**src/rtl/job_seq_pkg.sv**
```systemverilog
// rtl/job_seq_pkg.sv - shared opcodes, states and error-code bit positions for the job sequencer
package job_seq_pkg;

    localparam logic [7:0] JOB_RESET = 8'h80;
    localparam logic [7:0] JOB_START = 8'h90;

    localparam int ERR_TIMEOUT_BIT = 62;
    localparam int ERR_RSVD_BIT    = 63;

    typedef enum logic [1:0] {
        IDLE,
        RUNNING,
        FINISH
    } job_state_e;

endpackage

```
**src/rtl/afu_job_sequencer_if.sv**
```systemverilog
// rtl/afu_job_sequencer_if.sv - PSL job interface plus work-element channel fan-out bundle
interface afu_job_sequencer_if #(
    parameter int NUM_CHANNELS  = 4,
    parameter int TIMEOUT_WIDTH = 32
);
    logic                     job_valid;
    logic [7:0]               job_command;
    logic [63:0]              job_address;
    logic [TIMEOUT_WIDTH-1:0] timeout_limit;
    logic [NUM_CHANNELS-1:0]  ch_done;
    logic [NUM_CHANNELS-1:0]  ch_error;
    logic                     job_running;
    logic                     job_done;
    logic [63:0]              job_error;
    logic                     job_cack;
    logic                     job_yield;
    logic [NUM_CHANNELS-1:0]  ch_enable;
    logic                     ch_reset;
    logic [63:0]              ch_wed;

    modport master (
        output job_valid, job_command, job_address, timeout_limit, ch_done, ch_error,
        input  job_running, job_done, job_error, job_cack, job_yield, ch_enable, ch_reset, ch_wed
    );

    modport slave (
        input  job_valid, job_command, job_address, timeout_limit, ch_done, ch_error,
        output job_running, job_done, job_error, job_cack, job_yield, ch_enable, ch_reset, ch_wed
    );
endinterface

```
**src/rtl/done_delay_line.sv**
```systemverilog
// rtl/done_delay_line.sv - fixed-latency shift register carrying done events and their error codes
module done_delay_line #(
    parameter int DEPTH = 2,
    parameter int WIDTH = 64
) (
    input  logic             clock,
    input  logic             reset,
    input  logic             i_valid,
    input  logic [WIDTH-1:0] i_data,
    output logic             o_valid,
    output logic [WIDTH-1:0] o_data
);
    logic [DEPTH-1:0] r_valid;
    logic [WIDTH-1:0] r_data [DEPTH];

    always_ff @(posedge clock) begin
        if (reset) begin
            r_valid <= '0;
            for (int i = 0; i < DEPTH; i++) begin
                r_data[i] <= '0;
            end
        end else begin
            r_valid[0] <= i_valid;
            r_data[0]  <= i_data;
            for (int i = 1; i < DEPTH; i++) begin
                r_valid[i] <= r_valid[i-1];
                r_data[i]  <= r_data[i-1];
            end
        end
    end

    assign o_valid = r_valid[DEPTH-1];
    assign o_data  = r_data[DEPTH-1];
endmodule

```
**src/rtl/afu_job_sequencer.sv**
```systemverilog
// rtl/afu_job_sequencer.sv - decodes PSL job commands, fans a job out to channels, reports delayed done/error
module afu_job_sequencer
    import job_seq_pkg::*;
#(
    parameter int NUM_CHANNELS  = 4,
    parameter int DONE_DELAY    = 2,
    parameter int TIMEOUT_WIDTH = 32
) (
    input logic                clock,
    input logic                reset,
    afu_job_sequencer_if.slave bus
);
    job_state_e               r_state;
    job_state_e               w_state_next;
    logic [NUM_CHANNELS-1:0]  r_done_mask;
    logic [NUM_CHANNELS-1:0]  r_err_mask;
    logic [TIMEOUT_WIDTH-1:0] r_watchdog;
    logic [63:0]              r_wed;
    logic                     r_ch_reset;
    logic                     r_evt_valid;
    logic [63:0]              r_evt_err;

    logic                     w_cmd_start;
    logic                     w_cmd_reset;
    logic [NUM_CHANNELS-1:0]  w_done_next;
    logic [NUM_CHANNELS-1:0]  w_err_next;
    logic                     w_all_done;
    logic                     w_any_err;
    logic                     w_timeout;
    logic                     w_finish;
    logic                     w_evt_valid;
    logic [63:0]              w_evt_err;

    assign w_cmd_start = bus.job_valid && (bus.job_command == JOB_START);
    assign w_cmd_reset = bus.job_valid && (bus.job_command == JOB_RESET);
    assign w_done_next = r_done_mask | bus.ch_done;
    assign w_err_next  = r_err_mask | bus.ch_error;
    assign w_all_done  = &w_done_next;
    assign w_any_err   = |w_err_next;
    assign w_timeout   = (bus.timeout_limit != '0) &&
                         (r_watchdog == bus.timeout_limit - TIMEOUT_WIDTH'(1));
    assign w_finish    = (r_state == RUNNING) && (w_all_done || w_any_err || w_timeout);

    always_ff @(posedge clock) begin
        if (reset) begin
            r_state <= IDLE;
        end else begin
            r_state <= w_state_next;
        end
    end

    // RESET command overrides every same-cycle completion source, including its event code.
    always_comb begin
        w_state_next = r_state;
        w_evt_valid  = 1'b0;
        w_evt_err    = '0;
        if (w_cmd_reset) begin
            w_state_next = IDLE;
            w_evt_valid  = 1'b1;
        end else begin
            case (r_state)
                IDLE:    if (w_cmd_start) w_state_next = RUNNING;
                RUNNING: if (w_finish) begin
                    w_state_next                    = FINISH;
                    w_evt_valid                     = 1'b1;
                    w_evt_err[NUM_CHANNELS-1:0]     = w_err_next;
                    w_evt_err[ERR_TIMEOUT_BIT]      = w_timeout && !w_any_err && !w_all_done;
                    w_evt_err[ERR_RSVD_BIT]         = 1'b0;
                end
                FINISH:  w_state_next = IDLE;
                default: w_state_next = IDLE;
            endcase
        end
    end

    always_ff @(posedge clock) begin
        if (reset) begin
            r_done_mask <= '0;
            r_err_mask  <= '0;
            r_watchdog  <= '0;
            r_wed       <= '0;
            r_ch_reset  <= 1'b0;
            r_evt_valid <= 1'b0;
            r_evt_err   <= '0;
        end else begin
            r_ch_reset  <= w_cmd_reset;
            r_evt_valid <= w_evt_valid;
            r_evt_err   <= w_evt_err;
            if (w_cmd_reset) begin
                r_done_mask <= '0;
                r_err_mask  <= '0;
                r_watchdog  <= '0;
            end else if (r_state == IDLE && w_cmd_start) begin
                r_done_mask <= '0;
                r_err_mask  <= '0;
                r_watchdog  <= '0;
                r_wed       <= bus.job_address;
            end else if (r_state == RUNNING) begin
                r_done_mask <= w_done_next;
                r_err_mask  <= w_err_next;
                if (r_watchdog != '1) begin
                    r_watchdog <= r_watchdog + TIMEOUT_WIDTH'(1);
                end
            end
        end
    end

    done_delay_line #(
        .DEPTH (DONE_DELAY),
        .WIDTH (64)
    ) u_done_delay (
        .clock   (clock),
        .reset   (reset),
        .i_valid (r_evt_valid),
        .i_data  (r_evt_err),
        .o_valid (bus.job_done),
        .o_data  (bus.job_error)
    );

    assign bus.job_running = (r_state == RUNNING);
    assign bus.ch_enable   = (r_state == RUNNING) ? ~r_done_mask : '0;
    assign bus.ch_reset    = r_ch_reset;
    assign bus.ch_wed      = r_wed;
    assign bus.job_cack    = 1'b0;
    assign bus.job_yield   = 1'b0;
endmodule

```
**src/flat_wrapper.sv**
```systemverilog
// flat-port wrapper written by rule: the top's interface ports become plain ports
module afu_job_sequencer_flat import job_seq_pkg::*;
#(
    parameter int NUM_CHANNELS  = 4,
    parameter int DONE_DELAY    = 2,
    parameter int TIMEOUT_WIDTH = 32
)
  (clock, reset, bus_job_valid, bus_job_command, bus_job_address, bus_timeout_limit, bus_ch_done, bus_ch_error, bus_job_running, bus_job_done, bus_job_error, bus_job_cack, bus_job_yield, bus_ch_enable, bus_ch_reset, bus_ch_wed);
  afu_job_sequencer_if #(.NUM_CHANNELS(NUM_CHANNELS), .TIMEOUT_WIDTH(TIMEOUT_WIDTH)) bus_i ();
  input logic clock;
  input logic reset;
  input wire logic [$bits(bus_i.job_valid)-1:0] bus_job_valid;
  input wire logic [$bits(bus_i.job_command)-1:0] bus_job_command;
  input wire logic [$bits(bus_i.job_address)-1:0] bus_job_address;
  input wire logic [$bits(bus_i.timeout_limit)-1:0] bus_timeout_limit;
  input wire logic [$bits(bus_i.ch_done)-1:0] bus_ch_done;
  input wire logic [$bits(bus_i.ch_error)-1:0] bus_ch_error;
  output wire logic [$bits(bus_i.job_running)-1:0] bus_job_running;
  output wire logic [$bits(bus_i.job_done)-1:0] bus_job_done;
  output wire logic [$bits(bus_i.job_error)-1:0] bus_job_error;
  output wire logic [$bits(bus_i.job_cack)-1:0] bus_job_cack;
  output wire logic [$bits(bus_i.job_yield)-1:0] bus_job_yield;
  output wire logic [$bits(bus_i.ch_enable)-1:0] bus_ch_enable;
  output wire logic [$bits(bus_i.ch_reset)-1:0] bus_ch_reset;
  output wire logic [$bits(bus_i.ch_wed)-1:0] bus_ch_wed;
  assign bus_i.job_valid = bus_job_valid;
  assign bus_i.job_command = bus_job_command;
  assign bus_i.job_address = bus_job_address;
  assign bus_i.timeout_limit = bus_timeout_limit;
  assign bus_i.ch_done = bus_ch_done;
  assign bus_i.ch_error = bus_ch_error;
  assign bus_job_running = bus_i.job_running;
  assign bus_job_done = bus_i.job_done;
  assign bus_job_error = bus_i.job_error;
  assign bus_job_cack = bus_i.job_cack;
  assign bus_job_yield = bus_i.job_yield;
  assign bus_ch_enable = bus_i.ch_enable;
  assign bus_ch_reset = bus_i.ch_reset;
  assign bus_ch_wed = bus_i.ch_wed;
  afu_job_sequencer #(.NUM_CHANNELS(NUM_CHANNELS), .DONE_DELAY(DONE_DELAY), .TIMEOUT_WIDTH(TIMEOUT_WIDTH)) u_core (.clock(clock), .reset(reset), .bus(bus_i));
endmodule
```
**config.mk**
```make
export PLATFORM = sky130hd
export DESIGN_NAME = afu_job_sequencer_flat
export DESIGN_NICKNAME = d
export VERILOG_FILES = /design/src/rtl/job_seq_pkg.sv /design/src/rtl/afu_job_sequencer_if.sv /design/src/rtl/done_delay_line.sv /design/src/rtl/afu_job_sequencer.sv /design/src/flat_wrapper.sv
export SDC_FILE = /design/constraint.sdc
export NUM_CORES = 1
export LEC_CHECK = 0
export BUFFER_PORTS_ARGS = -buffer_cell sky130_fd_sc_hd__buf_2
export CAP_MARGIN = 10
export CORE_MARGIN = 5
export CORE_UTILIZATION = 45
export CTS_CLUSTER_DIAMETER = 40
export DETAILED_ROUTE_END_ITERATION = 12
export GPL_TIMING_DRIVEN = 1
export PLACE_DENSITY = 0.77
export SYNTH_ARGS = -nofsm -noshare
export SYNTH_HDL_FRONTEND = slang
export SYNTH_SLANG_ARGS = --single-unit
export TNS_END_PERCENT = 10
```
**constraint.sdc**
```tcl
create_clock -name clock -period 4.43 [get_ports clock]
set_clock_uncertainty 0.1 [all_clocks]
set_input_delay 0.6645 -clock clock [delete_from_list [all_inputs] [get_ports clock]]
set_output_delay 0.6645 -clock clock [all_outputs]
set_load 0.02 [all_outputs]
```
[After elaboration in Yosys (flattened, before gate mapping)]
Memories as Yosys holds them, arrays and structs flattened.
Index checks and enable logic that the tools add are counted.
W data, S select, Z words.
Storage, ports and cells
  RAM bits: 128
  output and inout port bits: 137
  bits of input ports: 115
  memories: 1
  register bits after elaboration: 174
  logic and storage cells: 63
Operators by class
  reduce and logical (&&, ||, !) cells: 22
  add/sub/neg operators: 2
  bitwise operators: 8
  muxes and demuxes: 12
  equality and inequality tests: 7
Memories
  u_core.u_done_delay.r_data: words 2, bits a word 64, read ports 2, clocked after memory_dff 0, wr ports 2, RTL line done_delay_line.sv:14  | logic [WIDTH-1:0] r_data [DEPTH];
Operator list (count)
  $mux W64: 2
  $add A32 B1 Y32 const B: 1
  $eq A32 B32 Y1: 1
  $ne A32 B32 Y1 const B: 1
  $reduce_bool A32 Y1: 1
  $sub A32 B1 Y32 const B: 1
  $eq A8 B8 Y1 const B: 2
  $or A4 B4 Y4: 2
  $reduce_or A4 Y1: 2
  $logic_and A1 B1 Y1: 7
  $mux W1: 6
  $reduce_and A2 Y1: 3
  $reduce_or A3 Y1: 2
  $mux W2: 2
  $mux W4: 1
  $ne A2 B1 Y1 const B: 2
  $not A4 Y4: 1
  $pmux W2 S2: 1
  $reduce_and A4 Y1: 1
  $not A1 Y1: 3
  $eq A2 B1 Y1 const B: 1
  $logic_not A1 Y1: 2
  $logic_not A2 Y1: 1
  $logic_or A1 B1 Y1: 2
  2 further kinds: 3

[Logic depth before layout (Yosys ltp)]
Gate-level depths: netlist of run 1.
  depth after elaboration: 8
  mapped depth: 10
  depth with buffers taken out: 10

[By module]
A second synthesis of run 1 with hierarchy kept.
Second synthesis, totals
  cell total of the unflattened synthesis: 1050
  area, all modules: 9522.9 um2
By module, submodules not included
  afu_job_sequencer: seq. area each 2262.2 um2, cells an instance 712, area an instance 5554.1 um2, instances 1
  done_delay_line: seq. area each 2602.5 um2, cells an instance 338, area an instance 3968.8 um2, instances 1

[Least setup slack after synthesis of run 1]
No wires, ideal clock.
  kind: in2reg
  start: input bus_timeout_limit[0]
  end: register u_core.r_state[0]
  path buffers: 0
  path slack: 1.085 ns
  setup time: 0.117 ns
  required time: 4.213 ns
  stages on the path: 10
  arrival time: 3.128 ns
  path through: inv_1 ha_1 nor3b_2 nand4_1 nor3b_1 xnor2_1 o311ai_0 or4_1 or3_4 a22o_1
Between the ends
  word-level cells in the longest chain between the ends: 7
  elaborated cells on any way between the ends: 8
  those cells by class: add/sub (1); eq/ne (2); reduce/logical (5)
RTL lines
  start: declaration: RTL line flat_wrapper.sv:15  | input wire logic [$bits(bus_i.timeout_limit)-1:0] bus_timeout_limit;
  $sub A32 B1 Y32: RTL line afu_job_sequencer.sv:41  | (r_watchdog == bus.timeout_limit - TIMEOUT_WIDTH'(1));
  $eq A32 B32 Y1: RTL line afu_job_sequencer.sv:41
  $logic_and A1 B1 Y1 (*): RTL line afu_job_sequencer.sv:40  | assign w_timeout = (bus.timeout_limit != '0) &&
  $logic_or A1 B1 Y1 (*): RTL line afu_job_sequencer.sv:42  | assign w_finish = (r_state == RUNNING) && (w_all_done || w_any_err || w_timeout);
  $logic_and A1 B1 Y1 (*): RTL line afu_job_sequencer.sv:42
  $ne A2 B1 Y1 (no line) (*)
  $reduce_and A2 Y1 (no line) (*)
  end signal: assignment: RTL line afu_job_sequencer.sv:48  | r_state <= w_state_next;
  end: declaration: RTL line afu_job_sequencer.sv:13  | job_state_e r_state;
Mark *: on every way between the ends. The rest lies on a longest branch, timed or not.
A chain may end at the register's enable or synchronous reset.

[Worst setup path after layout of run 1]
  start: input bus_timeout_limit[4]
  end: register u_core.r_state[0]
The elaborated chain is that of the path after synthesis.

==> impl_metrics.tcl, run 1 <==
set metrics [dict create \
    drc 0 \
    cts_tree "yes" \
    clockBufferDepth 2 \
    hold_viol_final 0 \
    grt_pass1_wl_um 25000 \
    synthArstFlopShare_pct 0 \
    via_count 5514 \
    synth_ff_type "dfxtp_1" \
    critPathMaxStageDelay_ns 0.54 \
    start_kind "primary input" \
    fin_crit_ns 3.27 \
    drv_slew 0 \
    dieArea_um2 16200 \
    clock.fmax_mhz 305 \
    critPathKind "in -> reg" \
    syn_to_final_growth_pct 22.1 \
    status "complete, no violations" \
    dpl.hpwl_um 11800 \
    cp_cell_sequence "buf_2 -> nor4_4 -> nand4_1 -> nor3b_1 -> xnor2_1 -> o311ai_0 -> or4_1 -> or3_4 -> a22o_1" \
    die_width_um 127 \
    synth_edf_count 0 \
    synth_top_area_cell "dfxtp_1" \
    grt_max_degree 79 \
    finalCritPeriodShare_pct 73.9 \
    synth_cell_types 60 \
    drtAntennaViolNets 0 \
    critical_path_required_ns 4.63 \
    cp.arrival_ns 3.48 \
    yosys-top-cells-area "dfxtp_1, nand2_1, buf_4, a21oi_1, xor2_1" \
    setup_violations 0 \
    post_cts_resized 0 \
    pre_cts_ws_ns 0.772 \
    placeableCoreArea_um2 13300 \
    slew_headroom_pct 31.1 \
    grt_pass1_vias 5054 \
    fin_tns_setup_ns 0 \
    hold_class "reg -> reg" \
    fillers 1286 \
    worst_slew_pin_slew_ns 1.02 \
    synth_top_area_share_pct 40.5 \
    root_buffer "clkbuf_16" \
    ir_drop_uv 219 \
    cp-end-kind "register" \
    initial_utilization_pct 46.3 \
    leakage_uw 0.00317 \
    ys_ff_latch 125 \
    cts_buffers 17 \
    port_buffers 190 \
    die_h_um 127 \
    antenna_cells 0 \
    cts.sinks 125 \
    post-cts-setup-buffer-count 0 \
    final_nets 1055 \
    place_area_um2 6980 \
    avgSynthCellArea_um2 8.07 \
    worstPathMaxFanout 9 \
    hold_buffers 0 \
    clk_latency_ns 0.41 \
    seq_area_frac_synth_pct 40.5 \
    maxCapViolCount 0 \
    whs_ns 0.331 \
    rsz0062_at_grt "no" \
    drt_wl_total_um 15900 \
    drtPass1Iterations 5 \
    synth_warnings 0 \
    p_per_area_nw_per_um2 350 \
    power_uw 2640 \
    clk_pin_slew_worst_paths_ns 0.06 \
    grt.overflow.total 0 \
    fin_area_um2 7550 \
    io_pins 252 \
    vias_per_cell 4.90 \
    grtUsageTotal_pct 18.9 \
    antenna_found_initial 0 \
    cts.htree.levels 4 \
    fin_ws_ns 1.16 \
    drive_gt1_share_pct 26.0 \
    drtIter0Drc 222 \
    wire_per_inst_um 14.1 \
    crit_slowest_cell "or4_1" \
    place_congestion 0.895 \
    syn_area_um2 6180 \
    synthCells 766 \
    rows 42 \
]
-- state kept, by name, indices dropped and copies added (netlist names) --
register,flops
u_core.r_done_mask,4
u_core.bus.ch_wed,64
u_core.u_done_delay.r_data,10
u_core.r_evt_err,5
u_core.r_state,2
u_core.r_err_mask,4
u_core.r_watchdog,32
u_core.u_done_delay.r_valid,2
u_core.bus.ch_reset,1
u_core.r_evt_valid,1
-- metal layers --
layer  share of wire (%)  vias up  track usage [%]
li1                    -     2810                -
met1                  43     2488             24.1
met2                  49      195             30.9
met3                 6.4       21             4.92
met4                 1.4        0             7.26
met5                   0        -                0
-- area by class of cell --
cell class	count	area, µm²	share of cell area, %
clock buffer	18	439	5.82
inverter	10	37.5	0.497
sequential	125	2500	33.2
timing repair buffer	195	988	13.1
clock inverter	14	133	1.76
tap	176	220	2.92
multi-input combinational	588	3230	42.8
-- cells in the mapped netlist (3+ instances only) --
| cell | number |
|---|---|
| a21oi_1 | 85 |
| and2_1 | 3 |
| and3_1 | 3 |
| and4_1 | 5 |
| buf_4 | 66 |
| clkbuf_1 | 33 |
| dfxtp_1 | 125 |
| ha_1 | 3 |
| inv_1 | 10 |
| mux2i_1 | 4 |
| nand2_1 | 155 |
| nand2b_1 | 4 |
| nand3_1 | 15 |
| nand4_1 | 18 |
| nor2_1 | 61 |
| nor2b_1 | 13 |
| nor3_1 | 9 |
| nor3_2 | 4 |
| nor4_1 | 10 |
| nor4_2 | 3 |
| o21ai_0 | 11 |
| o31ai_1 | 3 |
| or3_1 | 9 |
| or4_1 | 6 |
| xnor2_1 | 31 |
| xor2_1 | 36 |
-- stage by stage --
step	instances	utilization, %
2_1_floorplan	826	-
3_3_place_gp	1094	52.3
3_5_place_dp	1094	52.3
4_1_cts	1126	56.5
5_1_grt	1126	56.5
6_report	1126	56.5
-- report_power, final --
group | switching (µW) | internal, µW | total [µW]
sequential | 0.396 | 1130 | 1130
combinational | 131 | 65.6 | 196
clock | 529 | 794 | 1320
total | 660 | 1980 | 2640
-- cells by family (layout without fill, tap and decap cells) --
kind of cell / Yosys count / count (layout) / synth area share (%)
DFF: 125 / 125 / 40.5
AOI/OAI and AO/OA: 123 / 123 / 11.4
muxes: 4 / 4 / 0.648
other: 1 / 61 / 0.0607
and+or+nand+nor: 330 / 330 / 26.2
xor gates and xnor gates: 67 / 67 / 9.50
buffers and inverters: 113 / 237 / 11.0
adders and majority gates: 3 / 3 / 0.607
-- path summary, 6_finish.rpt --
| check | start | endpoint | slack [ns] | cells after the start |
|---|---|---|---|---|
| worst min register to register | u_core.u_done_delay.r_valid[0]$_SDFF_PP0_ | u_core.u_done_delay.r_valid[1]$_SDFF_PP0_ | 0.33 | 1 |
| worst max-delay path | bus_timeout_limit[4] | u_core.r_state[0]$_SDFFE_PP0P_ | 1.16 | 9 |
| worst max register to register | u_core.r_watchdog[3]$_SDFFE_PP0P_ | u_core.r_watchdog[28]$_SDFFE_PP0P_ | 1.20 | 8 |
| worst min-delay path | u_core.u_done_delay.r_valid[0]$_SDFF_PP0_ | u_core.u_done_delay.r_valid[1]$_SDFF_PP0_ | 0.33 | 1 |
-- cells in the final DEF, fill, tap and decap left out, types with 3 or more instances in the layout --
| cell | count |
|---|---|
| nand4_1 | 18 |
| nand3_1 | 15 |
| nand2_1 | 155 |
| clkbuf_16 | 17 |
| and3_1 | 3 |
| inv_1 | 10 |
| nor2b_1 | 13 |
| or4_1 | 6 |
| ha_1 | 3 |
| mux2i_1 | 4 |
| clkinvlp_4 | 3 |
| buf_2 | 190 |
| nor4_1 | 10 |
| dfxtp_1 | 125 |
| conb_1 | 61 |
| o31ai_1 | 3 |
| nor3_1 | 9 |
| and4_1 | 5 |
| xnor2_1 | 31 |
| clkinv_4 | 3 |
| buf_4 | 5 |
| inv_6 | 5 |
| xor2_1 | 36 |
| nor2_1 | 61 |
| o21ai_0 | 11 |
| and2_1 | 3 |
| nor3_2 | 4 |
| a21oi_1 | 85 |
| or3_1 | 9 |
| nor4_2 | 3 |
| nand2b_1 | 4 |
-- critical path, delay by kind of cell --
family | cells | cell delay (ns)
AO/OA/AOI/OAI | 2 | 0.33
XOR/XNOR | 1 | 0.15
buffers and inverters | 1 | 0.16
AND/OR/NAND/NOR | 5 | 2.17
(Power assumes the default switching activity.)
==> run 2, diff against run 1 <==
- clock period: 4.43 -> 3.13 ns (I/O delays scaled with it)
==> run 2 against run 1 <==
  * Wire length up 2.3%
  * Non-clock buffer count increased by 26
  * Highest routed layer unchanged
  * Largest cell class unchanged
  * Core utilization is 2.2 points higher
  * Final cell count rose by 2.3%
  * Largest power group unchanged
  * Flip-flop and latch count unchanged
  * Count of clock-buffer cells in the layout unchanged
  * Die area unchanged
  * Register-to-register slack worse by 0.84 ns
  * Worst hold slack got worse by 0.14 ns
  * Power is 51% higher
  * Sequential share of layout area is 1.3 points lower
==> impl_metrics.tcl, run 2 (synthesized netlist as in run 1, its figures left out) <==
set metrics [dict create \
    drv_slew 0 \
    worstHoldEndpoint "u_core.bus.ch_wed[26]$_SDFFE_PP0P_" \
    status "complete, no violations" \
    final_nets 1081 \
    mostFrequentLayoutCells "buf_2, nand2_1, dfxtp_1, a21oi_1" \
    place_congestion 0.912 \
    cp.arrival_ns 2.96 \
    die_width_um 127 \
    clock.fmax_mhz 361 \
    vias_per_cell 4.88 \
    drc 0 \
    grt_max_degree 62 \
    antenna_found_initial 0 \
    cp-end-kind "register" \
    cts.sinks 125 \
    rrSetupSlack_ns 0.36 \
    drive_gt1_share_pct 27.9 \
    via_count 5627 \
    worstRegToRegCells 9 \
    setup_violations 0 \
    clk_latency_ns 0.40 \
    ir_drop_uv 276 \
    syn_to_final_growth_pct 27.0 \
    io_pins 252 \
    worstPathMaxFanout 8 \
    grt.overflow.total 0 \
    rsz0062_at_grt "no" \
    finalCritPeriodShare_pct 88.6 \
    critical_path_required_ns 3.32 \
    clockBufferDepth 2 \
    finish.utilization_pct 58.8 \
    fin_ws_ns 0.357 \
    placeableCoreArea_um2 13300 \
    rr_endpoint "u_core.r_watchdog[18]$_SDFFE_PP0P_" \
    rows 42 \
    grt_pass1_wl_um 25500 \
    antenna_cells 0 \
    cts_buffers 17 \
    drt_wl_total_um 16300 \
    drtPass1Iterations 4 \
    whs_path_depth 3 \
    root_buffer "clkbuf_16" \
    worst_slew_pin_slew_ns 0.628 \
    fin_crit_ns 2.77 \
    wire_per_inst_um 14.1 \
    timing.rr.start "u_core.r_watchdog[5]$_SDFFE_PP0P_" \
    hold_class "in -> reg" \
    final_common_cell "buf_2" \
    p_per_area_nw_per_um2 507 \
    critPathKind "reg -> reg" \
    hold_buffers 0 \
    post_cts_resized 0 \
    post-cts-setup-buffer-count 0 \
    initial_utilization_pct 46.3 \
    leakage_uw 0.00335 \
    maxCapViolCount 0 \
    clk_pin_slew_worst_paths_ns 0.06 \
    hold_start "bus_job_address[26]" \
    largest_register_ffs 64 \
    cts_tree "yes" \
    dieArea_um2 16200 \
    pre_cts_ws_ns -0.0293 \
    drtIter0Drc 241 \
    cts.htree.levels 4 \
    slew_headroom_pct 58.1 \
    port_buffers 190 \
    dpl.hpwl_um 12500 \
    start_kind "register" \
    grt_pass1_vias 5111 \
    grtUsageTotal_pct 19.3 \
    drtAntennaViolNets 0 \
    die_h_um 127 \
    hold_viol_final 0 \
]
## run 2: cell types whose count changed in the layout (fill, tap and decap cells not counted), moves of 3 or more
cell	delta
buf_12	+3
clkinvlp_4	-3
bufinv_16	+3
buf_4	+23
## run 2: critical path, cell delays in order (launching register included)
cell     delay (ns)
dfxtp_1        0.46
nand4_1        0.20
or4_1          0.55
nor3_2         0.26
nand4_1        0.22
nor4_2         0.32
buf_4          0.24
nand4_1        0.12
xor2_1         0.15
nor2_1         0.05
## run 2: cell type report
class	count	area, µm²
Clock inverter	14	204
Fill cell	1207	5500
Tap cell	176	220
Multi-Input combinational cell	588	3230
Inverter	10	37.5
Timing Repair Buffer	221	1220
Sequential cell	125	2500
Clock buffer	18	429
## run 2: power by group
part / leakage [µW] / switching, µW / internal (µW)
clock network: 0.000311 / 743 / 1350
registers: 0.00101 / 0.574 / 1590
logic: 0.00203 / 190 / 106
## run 2: through the flow
| step | instance area, µm² | std cells | hold WS (ns) | power (µW) | setup TNS [ns] |
|---|---|---|---|---|---|
| 6_report | 7850 | 1152 | 0.195 | 3980 | 0 |
| 5_1_grt | 7850 | 1152 | 0.175 | 4140 | 0 |
| 3_5_place_dp | 7210 | 1120 | 0.321 | 1920 | -0.0293 |
| 4_1_cts | 7850 | 1152 | 0.179 | 4020 | 0 |
| 3_3_place_gp | 7210 | 1120 | 0.318 | 1920 | 0 |
| 2_1_floorplan | 6410 | 826 | 0.314 | 1840 | 0 |
## run 2: worst max-delay path by stage
stage                                      startpoint                                  to  slack (ns)  cells past startpoint
detailed placement               bus_timeout_limit[0]      u_core.r_state[0]$_SDFFE_PP0P_       -0.03                     12
finish              u_core.r_watchdog[5]$_SDFFE_PP0P_  u_core.r_watchdog[18]$_SDFFE_PP0P_        0.36                      9
CTS                 u_core.r_watchdog[5]$_SDFFE_PP0P_  u_core.r_watchdog[28]$_SDFFE_PP0P_        0.38                      9
floorplan                        bus_timeout_limit[0]      u_core.r_state[0]$_SDFFE_PP0P_        0.07                     10
global placement                 bus_timeout_limit[5]      u_core.r_state[0]$_SDFFE_PP0P_        0.07                     10
global route        u_core.r_watchdog[5]$_SDFFE_PP0P_  u_core.r_watchdog[11]$_SDFFE_PP0P_        0.18                      8
## run 2: layer usage
metal | global-route usage, % | wire [µm]
met1 | 24.1 | 6680
met5 | 0 | 0
met2 | 32.9 | 8060
met4 | 6.69 | 307
met3 | 4.55 | 1230
==> run 3, diff against run 2 <==
==> constraint.sdc (replaced) <==
create_clock -name clock -period 3.13 [get_ports clock]
set_clock_uncertainty 0.1 [all_clocks]
set_input_delay 0.1565 -clock clock [delete_from_list [all_inputs] [get_ports clock]]
set_output_delay 0.1565 -clock clock [all_outputs]
set_load 0.02 [all_outputs]
==> run 3 against run 2 <==
  * Clock power down 15%
  * Sequential power about the same
  * Via count up 6.5%
  * Largest cell class unchanged
==> impl_metrics.tcl, run 3 (synthesized netlist as in run 1, its figures left out) <==
set metrics [dict create \
    worst_slew_pin_slew_ns 0.751 \
    die_h_um 127 \
    via_count 5993 \
    place_congestion 0.919 \
    fillers 1133 \
    worstPathMaxFanout 10 \
    fin_crit_ns 2.77 \
    initial_utilization_pct 46.3 \
    clk_pin_slew_worst_paths_ns 0.05 \
    clk_latency_ns 0.41 \
    hold_start "bus_job_command[7]" \
    grt_pass1_vias 5443 \
    whs_ns 0.176 \
    grt.busiest_layer "met2" \
    rsz0062_at_grt "no" \
    dieArea_um2 16200 \
    use_met3_pct 6.09 \
    post-cts-setup-buffer-count 0 \
    wire_per_inst_um 14.7 \
    antenna_cells 0 \
    rows 42 \
    status "complete, no violations" \
    grtUsageMet1_pct 25.3 \
    critical_path_required_ns 3.32 \
    port_buffers 190 \
    switching_share_pct 24.7 \
    critPathKind "reg -> reg" \
    grt.overflow.total 0 \
    syn_to_final_growth_pct 35.2 \
    drt_wl_total_um 17800 \
    rrSetupSlack_ns 0.36 \
    finalCritPeriodShare_pct 88.6 \
    worstRegToRegCells 8 \
    grt_max_degree 75 \
    clkPwrFrac_pct 47.6 \
    use_met2_pct 36.2 \
    clockBufferDepth 2 \
    leakage_uw 0.00352 \
    power_frac_seq_pct 42.7 \
    root_buffer "clkbuf_16" \
    cts.sinks 125 \
    grt_pass1_wl_um 27700 \
    rr_endpoint "u_core.r_watchdog[11]$_SDFFE_PP0P_" \
    largest_register_ffs 64 \
    start_kind "register" \
    setup_violations 0 \
    whs_path_depth 4 \
    grtUsageTotal_pct 21.0 \
    drv_slew 0 \
    hold_viol_final 0 \
    fin_ws_ns 0.356 \
    maxCapViolCount 0 \
    clock.fmax_mhz 361 \
    hold_class "in -> reg" \
    finish.utilization_pct 62.6 \
    slew_headroom_pct 49.9 \
    drive_gt1_share_pct 24.7 \
    ir_drop_uv 316 \
    power_uw 3730 \
    vias_per_cell 4.94 \
    cp.arrival_ns 2.96 \
    drc 0 \
    drtAntennaViolNets 0 \
    p_per_area_nw_per_um2 446 \
    p_int_uw 2810 \
    drtPass1Iterations 5 \
    final_common_cell "buf_2" \
    io_pins 252 \
    dpl.hpwl_um 12300 \
    hold_buffers 75 \
    cts_buffers 17 \
    post_cts_resized 0 \
    cts.htree.levels 4 \
    cts_tree "yes" \
    cp-end-kind "register" \
    worstHoldEndpoint "u_core.r_evt_valid$_SDFF_PP0_" \
    pre_cts_ws_ns 0.175 \
    fin_tns_setup_ns 0 \
    final_nets 1141 \
    timing.rr.start "u_core.r_watchdog[4]$_SDFFE_PP0P_" \
    switching_power_uw 919 \
    drtIter0Drc 395 \
    mostFrequentLayoutCells "buf_2, nand2_1, dfxtp_1, a21oi_1, dlygate4sd3_1" \
    die_width_um 127 \
    placeableCoreArea_um2 13300 \
    pwr-share-comb_pct 9.7 \
    antenna_found_initial 0 \
]
run 3: changes by cell type in the layout (fill, tap and decap cells not counted), moves of 3 or more:
| cell | change |
|---|---|
| dlygate4sd3_1 | +75 |
| buf_4 | -12 |
| bufinv_16 | -4 |
| clkinvlp_4 | +4 |
| buf_12 | -3 |
run 3: through the flow:
stage	std cells	instance area, µm²
after floorplan	826	6400
after global placement	1105	7060
after detailed placement	1105	7060
after CTS	1212	8350
after global routing	1212	8350
final	1212	8350
run 3: final cells by class:
cell class | instances | area (µm²) | area share [%]
clock buffers | 21 | 460 | 5.51
clock inverters | 11 | 83.8 | 1.00
inverters | 10 | 37.5 | 0.449
multi-input cells | 588 | 3230 | 38.6
flip-flops and latches | 125 | 2500 | 30.0
well taps | 176 | 220 | 2.64
repair buffers | 281 | 1820 | 21.8
run 3: worst max path at each step:
stage | from | slack, ns | cells past startpoint | end
after floorplan | bus_timeout_limit[0] | 0.29 | 10 | u_core.r_state[0]$_SDFFE_PP0P_
after global placement | bus_timeout_limit[0] | 0.23 | 12 | u_core.r_state[0]$_SDFFE_PP0P_
after detailed placement | bus_timeout_limit[5] | 0.17 | 9 | u_core.r_state[0]$_SDFFE_PP0P_
after CTS | u_core.r_watchdog[4]$_SDFFE_PP0P_ | 0.36 | 8 | u_core.r_watchdog[11]$_SDFFE_PP0P_
after global routing | u_core.r_watchdog[4]$_SDFFE_PP0P_ | 0.11 | 8 | u_core.r_watchdog[11]$_SDFFE_PP0P_
final | u_core.r_watchdog[4]$_SDFFE_PP0P_ | 0.36 | 8 | u_core.r_watchdog[11]$_SDFFE_PP0P_
run 3: metal layers:
metal,vias to the layer above,part of all wire (%)
met5,-,0
met2,224,50
met3,24,7.7
met4,0,1.5
li1,2979,-
met1,2766,41
run 3: power groups by stage:
stage / combinational, µW / sequential [µW] / clock [µW]
floorplan: 215 / 1630 / 0
global placement: 276 / 1630 / 0
detailed placement: 277 / 1630 / 0
CTS: 351 / 1590 / 1820
global route: 387 / 1590 / 1900
finish: 360 / 1590 / 1770
run 3: worst max-delay path: stages, from the launching register on:
cell and delay [ns]:
dfxtp_1 0.48, nand4_1 0.20, or4_1 0.53, nor4_1 0.51, nand3_1 0.21, nand2b_1 0.31
nor3_1 0.10, xnor2_1 0.15, nor2_1 0.05
